File: src/rtl/automata_stage_rc_pkg.sv
// Shared definitions for the automata stage report collector.
// Holds default parameter values, a width helper, and the default event entry layout.
// Imported by the interface, the event FIFO and the top module.
package automata_stage_pkg;

   localparam int DEF_SYM_W       = 8;
   localparam int DEF_NUM_REPORTS = 36;
   localparam int DEF_PIPE_DEPTH  = 1;
   localparam int DEF_FIFO_DEPTH  = 8;
   localparam int DEF_CYC_W       = 32;
   localparam int DEF_DROP_W      = 16;

   // Bits needed to index 'value' items; never returns less than 1 so that
   // single-entry structures still get a legal vector width.
   function automatic int clog2_safe(input int value);
      int r;
      r = 0;
      for (int i = 0; i < 31; i++) begin
         if ((1 << i) < value) r = i + 1;
      end
      return (r < 1) ? 1 : r;
   endfunction

   // Event entry at default widths. Instances with non-default widths build
   // the same {cyc, reports} layout locally from their own parameters.
   typedef struct packed {
      logic [DEF_CYC_W-1:0]       cyc;
      logic [DEF_NUM_REPORTS-1:0] reports;
   } evt_entry_t;

endpackage

File: src/rtl/automata_stage_rc_if.sv
// Event drain handshake of the stage report collector.
// Ports: evt_valid/evt_cycle/evt_reports driven by the stage (master), evt_ready by the consumer (slave).
// Payload is held stable by the master while evt_valid=1 and evt_ready=0.
interface automata_stage_rc_if
   import automata_stage_pkg::*;
#(
   parameter int CYC_W       = DEF_CYC_W,
   parameter int NUM_REPORTS = DEF_NUM_REPORTS
);
   logic                   evt_valid;
   logic                   evt_ready;
   logic [CYC_W-1:0]       evt_cycle;
   logic [NUM_REPORTS-1:0] evt_reports;

   modport master (output evt_valid, output evt_cycle, output evt_reports, input evt_ready);
   modport slave  (input evt_valid, input evt_cycle, input evt_reports, output evt_ready);
endinterface

File: src/rtl/automata_stage_rc_fifo.sv
// Synchronous FIFO for report events; dout shows the head entry straight from storage.
// Ports: clk/reset, push/din write side, pop/dout read side, full/empty/count status.
// A push while full is accepted only together with a pop; a pop while empty is ignored.
module report_evt_fifo
   import automata_stage_pkg::*;
#(
   parameter int WIDTH = 8,
   parameter int DEPTH = 8,
   parameter int CNT_W = clog2_safe(DEPTH + 1)
) (
   input  logic             clk,
   input  logic             reset,
   input  logic             push,
   input  logic [WIDTH-1:0] din,
   input  logic             pop,
   output logic [WIDTH-1:0] dout,
   output logic             full,
   output logic             empty,
   output logic [CNT_W-1:0] count
);
   localparam int AW = clog2_safe(DEPTH);

   logic [WIDTH-1:0] mem [DEPTH];
   logic [AW-1:0]    wr_ptr;
   logic [AW-1:0]    rd_ptr;
   logic             wr_en;
   logic             rd_en;

   assign full  = (count == CNT_W'(DEPTH));
   assign empty = (count == '0);
   assign wr_en = push && (!full || pop);
   assign rd_en = pop && !empty;
   assign dout  = mem[rd_ptr];

   // Storage carries no reset; validity is tracked by count alone.
   always_ff @(posedge clk) begin
      if (wr_en) mem[wr_ptr] <= din;
   end

   always_ff @(posedge clk) begin
      if (reset) begin
         wr_ptr <= '0;
         rd_ptr <= '0;
         count  <= '0;
      end else begin
         if (wr_en) wr_ptr <= wr_ptr + AW'(1);
         if (rd_en) rd_ptr <= rd_ptr + AW'(1);
         case ({wr_en, rd_en})
            2'b10:   count <= count + CNT_W'(1);
            2'b01:   count <= count - CNT_W'(1);
            default: count <= count;
         endcase
      end
   end
endmodule

File: src/rtl/automata_stage_rc.sv
// Cluster stage wrapper: forwards symbols/reset down the chain and collects time-stamped report events.
// Ports: clk/reset, run, in_symbols/in_reports in; out_symbols/out_reset forwarded; evt (master) drains
// events; clear_sticky, sticky_reports, overflow, drop_count for diagnosis. All outputs are registered.
module automata_stage_rc
   import automata_stage_pkg::*;
#(
   parameter int SYM_W       = DEF_SYM_W,
   parameter int NUM_REPORTS = DEF_NUM_REPORTS,
   parameter int PIPE_DEPTH  = DEF_PIPE_DEPTH,
   parameter int FIFO_DEPTH  = DEF_FIFO_DEPTH,
   parameter int CYC_W       = DEF_CYC_W,
   parameter int DROP_W      = DEF_DROP_W
) (
   input  logic                   clk,
   input  logic                   reset,
   input  logic                   run,
   input  logic [SYM_W-1:0]       in_symbols,
   input  logic [NUM_REPORTS-1:0] in_reports,
   output logic [SYM_W-1:0]       out_symbols,
   output logic                   out_reset,
   input  logic                   clear_sticky,
   automata_stage_rc_if.master    evt,
   output logic [NUM_REPORTS-1:0] sticky_reports,
   output logic                   overflow,
   output logic [DROP_W-1:0]      drop_count
);
   localparam int CNT_W = clog2_safe(FIFO_DEPTH + 1);

   typedef struct packed {
      logic [CYC_W-1:0]       cyc;
      logic [NUM_REPORTS-1:0] reports;
   } entry_t;

   logic [SYM_W-1:0]      sym_pipe [PIPE_DEPTH];
   logic [PIPE_DEPTH-1:0] rst_pipe;
   logic [CYC_W-1:0]      cyc_cnt;
   entry_t                push_entry;
   entry_t                head_entry;
   logic                  push;
   logic                  pop;
   logic                  drop;
   logic                  fifo_full;
   logic                  fifo_empty;
   logic [CNT_W-1:0]      fifo_count;

   // Reset forwarding is deliberately not reset itself: the next stage must
   // see the reset pulse delayed, not a pipeline forced to zero.
   always_ff @(posedge clk) begin
      rst_pipe[0] <= reset;
      for (int k = 1; k < PIPE_DEPTH; k++) rst_pipe[k] <= rst_pipe[k-1];
   end
   assign out_reset = rst_pipe[PIPE_DEPTH-1];

   always_ff @(posedge clk) begin
      if (reset) begin
         for (int k = 0; k < PIPE_DEPTH; k++) sym_pipe[k] <= '0;
      end else if (run) begin
         sym_pipe[0] <= in_symbols;
         for (int k = 1; k < PIPE_DEPTH; k++) sym_pipe[k] <= sym_pipe[k-1];
      end
   end
   assign out_symbols = sym_pipe[PIPE_DEPTH-1];

   // Counter value before the edge is the stamp of the sample taken at that edge.
   always_ff @(posedge clk) begin
      if (reset)    cyc_cnt <= '0;
      else if (run) cyc_cnt <= cyc_cnt + CYC_W'(1);
   end

   assign push       = run && (|in_reports) && !reset;
   assign pop        = !fifo_empty && evt.evt_ready;
   assign drop       = push && fifo_full && !pop;
   assign push_entry = '{cyc: cyc_cnt, reports: in_reports};

   report_evt_fifo #(
      .WIDTH ($bits(entry_t)),
      .DEPTH (FIFO_DEPTH),
      .CNT_W (CNT_W)
   ) u_fifo (
      .clk   (clk),
      .reset (reset),
      .push  (push),
      .din   (push_entry),
      .pop   (pop),
      .dout  (head_entry),
      .full  (fifo_full),
      .empty (fifo_empty),
      .count (fifo_count)
   );

   assign evt.evt_valid   = !fifo_empty;
   assign evt.evt_cycle   = head_entry.cyc;
   assign evt.evt_reports = head_entry.reports;

   // A report or drop arriving together with clear_sticky survives the clear.
   always_ff @(posedge clk) begin
      if (reset) begin
         sticky_reports <= '0;
         overflow       <= 1'b0;
         drop_count     <= '0;
      end else if (clear_sticky) begin
         sticky_reports <= run ? in_reports : '0;
         overflow       <= drop;
         drop_count     <= drop ? DROP_W'(1) : '0;
      end else begin
         if (run) sticky_reports <= sticky_reports | in_reports;
         if (drop) begin
            overflow <= 1'b1;
            if (drop_count != '1) drop_count <= drop_count + DROP_W'(1);
         end
      end
   end

   a_empty_matches_count: assert property (@(posedge clk) disable iff (reset)
      fifo_empty == (fifo_count == '0));
endmodule

File: src/flat_wrapper.sv
// flat-port wrapper written by rule: the top's interface ports become plain ports
module automata_stage_rc_flat import automata_stage_pkg::*;
#(
   parameter int SYM_W       = DEF_SYM_W,
   parameter int NUM_REPORTS = DEF_NUM_REPORTS,
   parameter int PIPE_DEPTH  = DEF_PIPE_DEPTH,
   parameter int FIFO_DEPTH  = DEF_FIFO_DEPTH,
   parameter int CYC_W       = DEF_CYC_W,
   parameter int DROP_W      = DEF_DROP_W
)
  (clk, reset, run, in_symbols, in_reports, out_symbols, out_reset, clear_sticky, sticky_reports, overflow, drop_count, evt_evt_valid, evt_evt_cycle, evt_evt_reports, evt_evt_ready);
  automata_stage_rc_if #(.CYC_W(CYC_W), .NUM_REPORTS(NUM_REPORTS)) evt_i ();
  input  logic clk;
  input  logic reset;
  input  logic run;
  input  logic [SYM_W-1:0] in_symbols;
  input  logic [NUM_REPORTS-1:0] in_reports;
  output logic [SYM_W-1:0] out_symbols;
  output logic out_reset;
  input  logic clear_sticky;
  output logic [NUM_REPORTS-1:0] sticky_reports;
  output logic overflow;
  output logic [DROP_W-1:0] drop_count;
  output wire logic [$bits(evt_i.evt_valid)-1:0] evt_evt_valid;
  output wire logic [$bits(evt_i.evt_cycle)-1:0] evt_evt_cycle;
  output wire logic [$bits(evt_i.evt_reports)-1:0] evt_evt_reports;
  input wire logic [$bits(evt_i.evt_ready)-1:0] evt_evt_ready;
  assign evt_evt_valid = evt_i.evt_valid;
  assign evt_evt_cycle = evt_i.evt_cycle;
  assign evt_evt_reports = evt_i.evt_reports;
  assign evt_i.evt_ready = evt_evt_ready;
  automata_stage_rc #(.SYM_W(SYM_W), .NUM_REPORTS(NUM_REPORTS), .PIPE_DEPTH(PIPE_DEPTH), .FIFO_DEPTH(FIFO_DEPTH), .CYC_W(CYC_W), .DROP_W(DROP_W)) u_core (.clk(clk), .reset(reset), .run(run), .in_symbols(in_symbols), .in_reports(in_reports), .out_symbols(out_symbols), .out_reset(out_reset), .clear_sticky(clear_sticky), .evt(evt_i), .sticky_reports(sticky_reports), .overflow(overflow), .drop_count(drop_count));
endmodule
File: config.mk
export PLATFORM = sky130hd
export DESIGN_NAME = automata_stage_rc_flat
export DESIGN_NICKNAME = d
export VERILOG_FILES = /design/src/rtl/automata_stage_rc_pkg.sv /design/src/rtl/automata_stage_rc_if.sv /design/src/rtl/automata_stage_rc_fifo.sv /design/src/rtl/automata_stage_rc.sv /design/src/flat_wrapper.sv
export SDC_FILE = /design/constraint.sdc
export NUM_CORES = 1
export LEC_CHECK = 0
export ABC_AREA = 1
export BUFFER_PORTS_ARGS = -buffer_cell sky130_fd_sc_hd__clkbuf_2
export CAP_MARGIN = 20
export CELL_PAD_IN_SITES_DETAIL_PLACEMENT = 1
export CELL_PAD_IN_SITES_GLOBAL_PLACEMENT = 1
export CORE_ASPECT_RATIO = 2
export CORE_MARGIN = 1
export CORE_UTILIZATION = 25
export DETAILED_ROUTE_END_ITERATION = 6
export PLACE_DENSITY = 0.57
export SLEW_MARGIN = 20
export SYNTH_ARGS = -nofsm -noshare
export SYNTH_HDL_FRONTEND = slang
export SYNTH_HIERARCHICAL = 1
export SYNTH_SLANG_ARGS = --single-unit
File: constraint.sdc
create_clock -name clk -period 7.1 [get_ports clk]
set_clock_uncertainty 0.05 [all_clocks]
set_input_delay 1.065 -clock clk [delete_from_list [all_inputs] [get_ports clk]]
set_output_delay 1.065 -clock clk [all_outputs]
set_load 0.005 [all_outputs]
Word level (Yosys, flattened, before mapping)
Memory sizes are Yosys's and may differ from the RTL's. A register that Yosys moved wholly into a read port is not among the register bits.
Index checks and enable logic that the tools add are counted.
{"block": "totals", "regBits": 96, "mem_bits_rw": 552, "input_bits": 49, "n_memories": 2}
{"memory": "u_core.u_fifo.mem", "words": 8, "word_bits": 68, "rd": 1, "rd_clocked_by_memory_dff": 1, "write_ports": 1, "line_no": "automata_stage_rc_fifo.sv:23", "rtl": "logic [WIDTH-1:0] mem [DEPTH];"}
{"memory": "u_core.sym_pipe", "words": 1, "word_bits": 8, "rd": 1, "rd_clocked_by_memory_dff": 0, "write_ports": 1, "line_no": "automata_stage_rc.sv:34", "rtl": "logic [SYM_W-1:0] sym_pipe [PIPE_DEPTH];"}
{"block": "op_classes", "addsub": 6, "eq_ne": 4, "n_mux": 21, "n_bitwise": 1, "n_reduce_logical": 20}
{"op": "36-bit two-way mux", "count": 3}
{"op": "16-bit two-way mux", "count": 3}
{"op": "36-bit bitwise OR", "count": 1}
{"op": "36-bit OR reduction", "count": 1}
{"op": "32-bit by 1-bit adder with 32-bit output, second input constant", "count": 1}
{"op": "16-bit by 1-bit adder with 16-bit output, second input constant", "count": 1}
{"op": "16-bit != test, second input constant", "count": 1}
{"op": "1-bit two-way mux", "count": 11}
{"op": "8-bit two-way mux", "count": 1}
{"op": "4-bit one-hot mux with 2 select lines", "count": 1}
{"op": "2-bit nonzero test", "count": 4}
{"op": "8-bit OR reduction", "count": 1}
{"op": "1-bit logical AND", "count": 7}
{"op": "3-bit by 1-bit adder with 3-bit output, second input constant", "count": 2}
{"op": "3-bit two-way mux", "count": 2}
{"op": "4-bit by 1-bit adder with 4-bit output, second input constant", "count": 1}
{"op": "4-bit equality test, second input constant", "count": 1}
{"op": "1-bit logical NOT", "count": 4}
{"op": "4-bit logical NOT", "count": 1}
{"op": "4-bit by 1-bit subtractor with 4-bit output, second input constant", "count": 1}
{"op": "2-bit by 1-bit equality test with 1-bit output, second input constant", "count": 1}
{"op": "2-bit equality test, second input constant", "count": 1}
{"op": "2-bit AND reduction", "count": 1}
{"op": "1-bit logical OR", "count": 1}

Logic depth before layout (Yosys ltp)
Gate-level depths: netlist of run 1.
{"block": "depth", "ltp_word": 7, "depth_mapped": 17, "depth_no_buf": 17}

Hierarchy
Netlist of run 1, hierarchy kept.
{"mod": "report_evt_fifo", "instances": 1, "cells_per_inst": 1625, "area_per_inst_um2": 21808.4, "seq_area_each_um2": 16595.9}
{"mod": "automata_stage_rc", "instances": 1, "cells_per_inst": 558, "area_per_inst_um2": 4405.5, "seq_area_each_um2": 1961.9}

Worst setup path before layout of run 1
No wires, ideal clock.
{"block": "synth_timing", "path_kind": "input to register", "start": "input port reset", "end": "memory u_core/u_fifo/mem[0][0] (netlist bit) (enable)", "setup_ns": 0.494, "arrival_time_ns": 5.124, "required_ns": 6.556, "setup_slack_ns": 1.432, "cell_stages": 9, "n_path_buf": 3, "cell_sequence": "clkbuf_1 nor2_2 buf_2 buf_2 nand2_1 inv_1 nand2_1 or2_2 nor2_1"}
{"block": "synth_via", "elab_chain_len": 5}
{"element": "start, declared", "line_no": "flat_wrapper.sv:14", "rtl": "input logic reset;"}
{"element": "1-bit logical NOT", "line_no": "automata_stage_rc.sv:70", "rtl": "assign push = run && (|in_reports) && !reset;"}
{"element": "1-bit logical AND", "line_no": "automata_stage_rc.sv:70"}
{"element": "net u_core.push", "line_no": "automata_stage_rc.sv:39", "rtl": "logic push;"}
{"element": "1-bit logical AND", "line_no": "automata_stage_rc_fifo.sv:31", "rtl": "assign wr_en = push && (!full || pop);"}
{"element": "1-bit two-way mux", "line_no": "automata_stage_rc_fifo.sv:37", "rtl": "if (wr_en) mem[wr_ptr] <= din;"}
{"element": "1-bit two-way mux (implied by the code)", "line_no": "automata_stage_rc_fifo.sv:37"}
{"element": "end, declared", "line_no": "automata_stage_rc_fifo.sv:23"}
The timed path passes the listed nets, and every way through them passes these cells.

==> results of run 1 <==
-- report_power, final --
part	internal, mW	total [mW]	switching (mW)
registers	4.24	4.35	0.104
clock network	1.96	3.49	1.52
logic	0.739	2.29	1.55
total	6.94	10.1	3.18
-- registers in the layout, summed over array words and instances, names as in the netlist, named ones only --
name                   flops
u_core/cyc_cnt            32
u_core/drop_count         16
u_core/out_reset           1
u_core/overflow            1
u_core/sticky_reports     36
u_core/sym_pipe            8
u_core/u_fifo/count        4
u_core/u_fifo/mem        544
u_core/u_fifo/rd_ptr       3
u_core/u_fifo/wr_ptr       3
-- layer usage --
metal | up-vias | global-route usage (%)
li1 | 8113 | -
met1 | 9040 | 16.2
met2 | 363 | 28.9
met3 | 108 | 3.04
met4 | 4 | 5.01
met5 | - | 0
-- critical path: cells and delay by family (launching register included) --
kind            cells  cell delay (ns)
buf+inv             4             1.36
flops               1             0.50
compound gates      2             0.34
simple gates        2             0.23
-- cells in the final DEF, fill, tap and decap left out, drive strengths merged --
cell type,Yosys,layout
edfxtp,552,552
nor2,379,379
nand2,316,316
o21ai,301,301
clkbuf,53,271
dfxtp,99,99
inv,83,84
mux2i,68,68
o22ai,68,68
nand3,52,52
a21oi,44,44
a32o,34,34
buf,67,28
clkinv,0,26
nor3,17,17
nand4,12,12
ha,7,7
xnor2,6,6
o21a,5,5
xor2,4,4
nor4,4,4
o21bai,3,3
bufinv,0,2
a31o,2,2
a31oi,2,2
diode,0,1
clkinvlp,0,1
o211ai,1,1
nand3b,1,1
and3,1,1
a211oi,1,1
or2,1,1
-- cell type report --
type / count / share of cell area (%)
antenna: 1 / 0.00817
clock buffer: 92 / 6.18
clock inverter: 30 / 0.825
inverter: 83 / 1.04
multi-input combinational: 1329 / 22.0
sequential: 651 / 60.6
tap: 1352 / 5.52
timing repair buffer: 207 / 3.81
-- kinds of logic after synthesis --
kind of cell	after synthesis	synth area share (%)
buf+inv	203	3.70
fa+ha+maj	7	0.334
xor+xnor	10	0.334
compound gates	461	9.91
mux	68	2.60
simple gates	783	12.3
flops	651	70.8
-- worst max-delay path by stage --
stage | from | cells past startpoint | endpoint
2_1_floorplan | reset | 9 | u_core/u_fifo/mem[0][0]$_DFFE_PP_
3_3_place_gp | run | 11 | u_core/u_fifo/mem[4][6]$_DFFE_PP_
3_5_place_dp | run | 11 | u_core/u_fifo/mem[4][3]$_DFFE_PP_
4_1_cts | register | 7 | evt_evt_cycle[22]
5_1_grt | register | 8 | evt_evt_cycle[9]
6_report | register | 8 | evt_evt_cycle[8]
-- metrics by stage --
step	cells	utilization [%]	total power, mW
2_1_floorplan	2183	-	5.87
3_3_place_gp	3621	27.5	6.68
3_5_place_dp	3621	27.5	6.77
5_1_grt	3745	29.6	10.7
6_report	3745	29.6	10.1
4_1_cts	3743	29.5	10.3
==> qor.yml, run 1 <==
rows: 167
r2r_start: "u_core/u_fifo/count[0]$_SDFFE_PP0P_"
top_layer: "met5"
finalCritPeriodShare_pct: 61.1
multiInputGateArea_um2: 6750
setup_viol: 0
clock_sinks: 651
synth_async_sr_flop_share_pct: 0
place_ws_ns: 2.51
cp_slowest_cell: "dfxtp_4"
crit_fanout: 83
relSlewSlack_pct: 26.1
ctsHoldBuffers: 0
regArea_um2: 18600
yosysMostFrequentCell: "edfxtp_1"
grt_pass1_vias: 18900
cts_inserted_buffers: 67
synth_area_um2: 26200
antenna_found_initial: 5
syn_avg_cell_area_um2: 12.0
synthTopCellsByCount: "edfxtp_1 (552), nor2_1 (373), nand2_1 (311), o21ai_0 (270), dfxtp_1 (99)"
endpoint_kind: "output port"
slowest_delay_ns: 0.50
final_nets: 2395
nFillCells: 11500
yosysWarnings: 6
die_area_um2: 106000
syn-num-nets: 2239
viasPerCell: 4.71
wl_met3_um: 3660
setup_ws_ns: 2.76
wl_met2_um: 43900
status: "finished clean"
clk_pin_slew_worst_paths_ns: 0.06
ir_drop_v: 0.000200
gp_congestion: 0.794
r2r_end: "u_core/u_fifo/mem[4][64]$_DFFE_PP_"
wirelength_um: 80200
hold_viol_final: 0
overflow: 0
drt_first_pass_iters: 5
die_w_um: 231
synth_area_leader_cell: "edfxtp_1"
rrSetupSlack_ns: 3.79
fin_area_um2: 30600
synthFlopType: "edfxtp_1"
grt_usage_pct: 15.1
io_pins: 180
cts_tree: "yes"
max_freq_mhz: 230
synth_enable_flop_cells: 552
hold_start: "u_core/u_fifo/rd_ptr[0]$_SDFFE_PP0P_"
grt_setup_unrepaired: "no"
antenna_left: 0
clk_path_buf_depth: 3
holdPathStages: 1
placed_cell_area_um2: 28500
io_buffers: 179
root_buffer: "clkbuf_16"
power_density_nw_per_um2: 330
required_ns: 5.98
core_area_um2: 104000
arrival_ns: 3.22
ys_types: 45
grt_max_degree: 179
ys_seq_area_share_pct: 70.8
fin_tns_setup_ns: 0
period_minus_slack_ns: 4.34
cp-start-kind: "register"
min_path_type: "register to register"
ctsResizeCount: 0
via_count: 17600
drc: 0
drive_gt1_share_pct: 14.8
htreeDepth: 3
ys_top_cells_by_area: "edfxtp_1 (63%), dfxtp_1 (7.6%), nor2_1 (5.3%)"
grt_pass1_wl_um: 119000
postSynthCellCount: 2183
synth_top_cell_area_share_pct: 63.2
tightest_slew_ns: 1.11
ys_ff_latch: 651
maxCapViolCount: 0
dieHeight_um: 460
holdWs_ns: 0.441
wire_per_inst_um: 21.4
detailed_place_hpwl_um: 49300
first_iter_violations: 810
path_cells: "inv_6 > buf_16 > buf_4 > o21ai_0 > o21ai_0 > nand2_1 > nand2_1 > clkbuf_2"
total_leakage_power_nw: 10.6
worst_skew_pair.late_latency_ns: 0.64
reg2regPathDepth: 11
syn_to_final_growth_pct: 16.9
slew_violations: 0
worstSetupPathType: "register to output port"
drt-met1-wl_um: 30700
cts_setup_buffers: 0
initial_core_util_pct: 25.3
Note: power is estimated with default switching activity, not from simulation.
==> run 2: changes to the inputs <==
- clock period: 7.1 -> 4.1 ns (I/O delays scaled with it)
==> run 2 against run 1 <==
Global-route usage decreased by 0.18 points. Clock power increased by 77%. Power increased by 75%. Cell count increased by 0.29%. Routed wire length decreased by 0.42%. Highest routed layer unchanged. Combinational power increased by 78%. Die area unchanged. Critical endpoint is now evt_evt_reports[34]. Worst hold slack got worse by 0.26 ns.
==> qor.yml, run 2 (synthesized netlist as in run 1, its figures left out) <==
wirelength_um: 79900
p_int_mw: 12.2
fin_area_um2: 31000
via_count: 17700
clock_sinks: 651
reg2regPathDepth: 11
viasPerCell: 4.72
core_area_um2: 104000
clk_path_buf_depth: 3
syn_to_final_growth_pct: 18.1
seqPwrFrac_pct: 42.2
r2r_start: "u_core/u_fifo/count[1]$_SDFFE_PP0P_"
root_buffer: "clkbuf_16"
top_register: "u_core/u_fifo/mem"
setup_viol: 0
holdWs_ns: 0.176
overflow: 0
placed_cell_area_um2: 28800
detailed_place_hpwl_um: 49000
switchingPower_mw: 5.48
endpoint_kind: "output port"
first_iter_violations: 972
crit_fanout: 77
final_nets: 2405
hold_end: "u_core/u_fifo/mem[1][33]$_DFFE_PP_"
grt_pass1_vias: 19100
drt_first_pass_iters: 7
required_ns: 3.43
ir_drop_v: 0.000585
period_minus_slack_ns: 3.34
holdPathStages: 1
cp-start-kind: "register"
hold_viol_final: 0
status: "finished clean"
ctsResizeCount: 0
dieHeight_um: 460
top_usage_layer: "met2"
initial_core_util_pct: 25.3
worst_skew_pair.late_latency_ns: 0.66
rows: 167
ctsHoldBuffers: 0
arrival_ns: 2.68
worstSetupPathType: "register to output port"
io_pins: 180
finalCritPeriodShare_pct: 81.6
place_inst: 3638
total_leakage_power_nw: 10.8
tightest_slew_ns: 0.932
layout_common_cells: "edfxtp_1 (552), nor2_1 (365), nand2_1 (311), o21ai_0 (270), clkbuf_2 (179)"
relSlewSlack_pct: 37.9
met1_usage_pct: 16.8
hold_start: "in_reports[33]"
drc: 0
die_w_um: 231
reg_top3: "u_core/u_fifo/mem (544), u_core/sticky_reports (36), u_core/cyc_cnt (32)"
grt_max_degree: 141
cts_inserted_buffers: 61
power_density_nw_per_um2: 572
wire_per_inst_um: 21.3
clk_pin_slew_worst_paths_ns: 0.06
gp_congestion: 0.789
cts_tree: "yes"
min_path_type: "input port to register"
layout_commonest_cell: "edfxtp_1"
grt_usage_pct: 14.9
max_freq_mhz: 299
grt_pass1_wl_um: 119000
cts_setup_buffers: 0
use_met3_pct: 1.99
postLayoutCoreUtil_pct: 29.9
die_area_um2: 106000
switching_share_pct: 30.9
io_buffers: 179
maxCapViolCount: 0
drive_gt1_share_pct: 15.6
finalNonFillerCells: 3756
antenna_left: 0
largest_reg_flops: 544
power_frac_clock_pct: 34.8
grt_setup_unrepaired: "no"
r2r_end: "u_core/u_fifo/mem[2][62]$_DFFE_PP_"
antenna_found_initial: 4
pwr-share-comb_pct: 23.0
slew_violations: 0
htreeDepth: 2
grtUsageMet2_pct: 28.2
rrSetupSlack_ns: 1.33
[run 2: final cells by class]
type | count | area, um2
Antenna cell | 2 | 5.00
Sequential cell | 651 | 18600
Multi-Input combinational cell | 1329 | 6750
Clock inverter | 35 | 453
Tap cell | 1352 | 1690
Fill cell | 11500 | 72700
Timing Repair Buffer | 223 | 1430
Inverter | 83 | 317
Clock buffer | 81 | 1740
[run 2: worst max-delay path by stage]
stage                   start  slack (ns)  depth (start not counted)                             endpoint
2_1_floorplan           reset       -1.12                          9    u_core/u_fifo/mem[0][0]$_DFFE_PP_
3_3_place_gp    in_reports[7]        0.31                         12    u_core/u_fifo/mem[1][3]$_DFFE_PP_
3_5_place_dp   in_reports[10]        0.58                         18  u_core/u_fifo/count[2]$_SDFFE_PP0P_
4_1_cts              register        0.60                          7                     evt_evt_cycle[3]
5_1_grt              register        0.54                          6                    evt_evt_cycle[21]
6_report             register        0.76                          7                  evt_evt_reports[34]
[run 2: metrics by stage]
step | TNS [ns] | total power [mW] | setup slack (ns)
4_1_cts | 0 | 18.0 | 0.597
5_1_grt | 0 | 18.6 | 0.543
6_report | 0 | 17.7 | 0.756
2_1_floorplan | -304.20 | 10.2 | -1.12
3_3_place_gp | 0 | 11.6 | 0.310
3_5_place_dp | 0 | 11.8 | 0.580
[run 2: per-layer routing]
metal  up-vias  part of all wire, %
li1       8108                    -
met1      9130                   40
met2       365                   54
met3       120                  3.6
met4         2                  3.0
met5         -                0.011
[run 2: power groups by stage]
stage	Combinational [mW]	Clock (mW)	Sequential, mW
global route	4.56	6.55	7.49
detailed placement	4.16	0	7.62
floorplan	2.60	0	7.57
global placement	4.03	0	7.60
finish	4.08	6.17	7.47
CTS	4.19	6.35	7.47
[run 2: critical path: stages (launching register included)]
cell      delay [ns]
dfxtp_4         0.37
inv_6           0.46
buf_12          0.42
nor2_1          0.08
o22ai_1         0.20
nand2_1         0.08
nand2_1         0.20
clkbuf_2        0.16
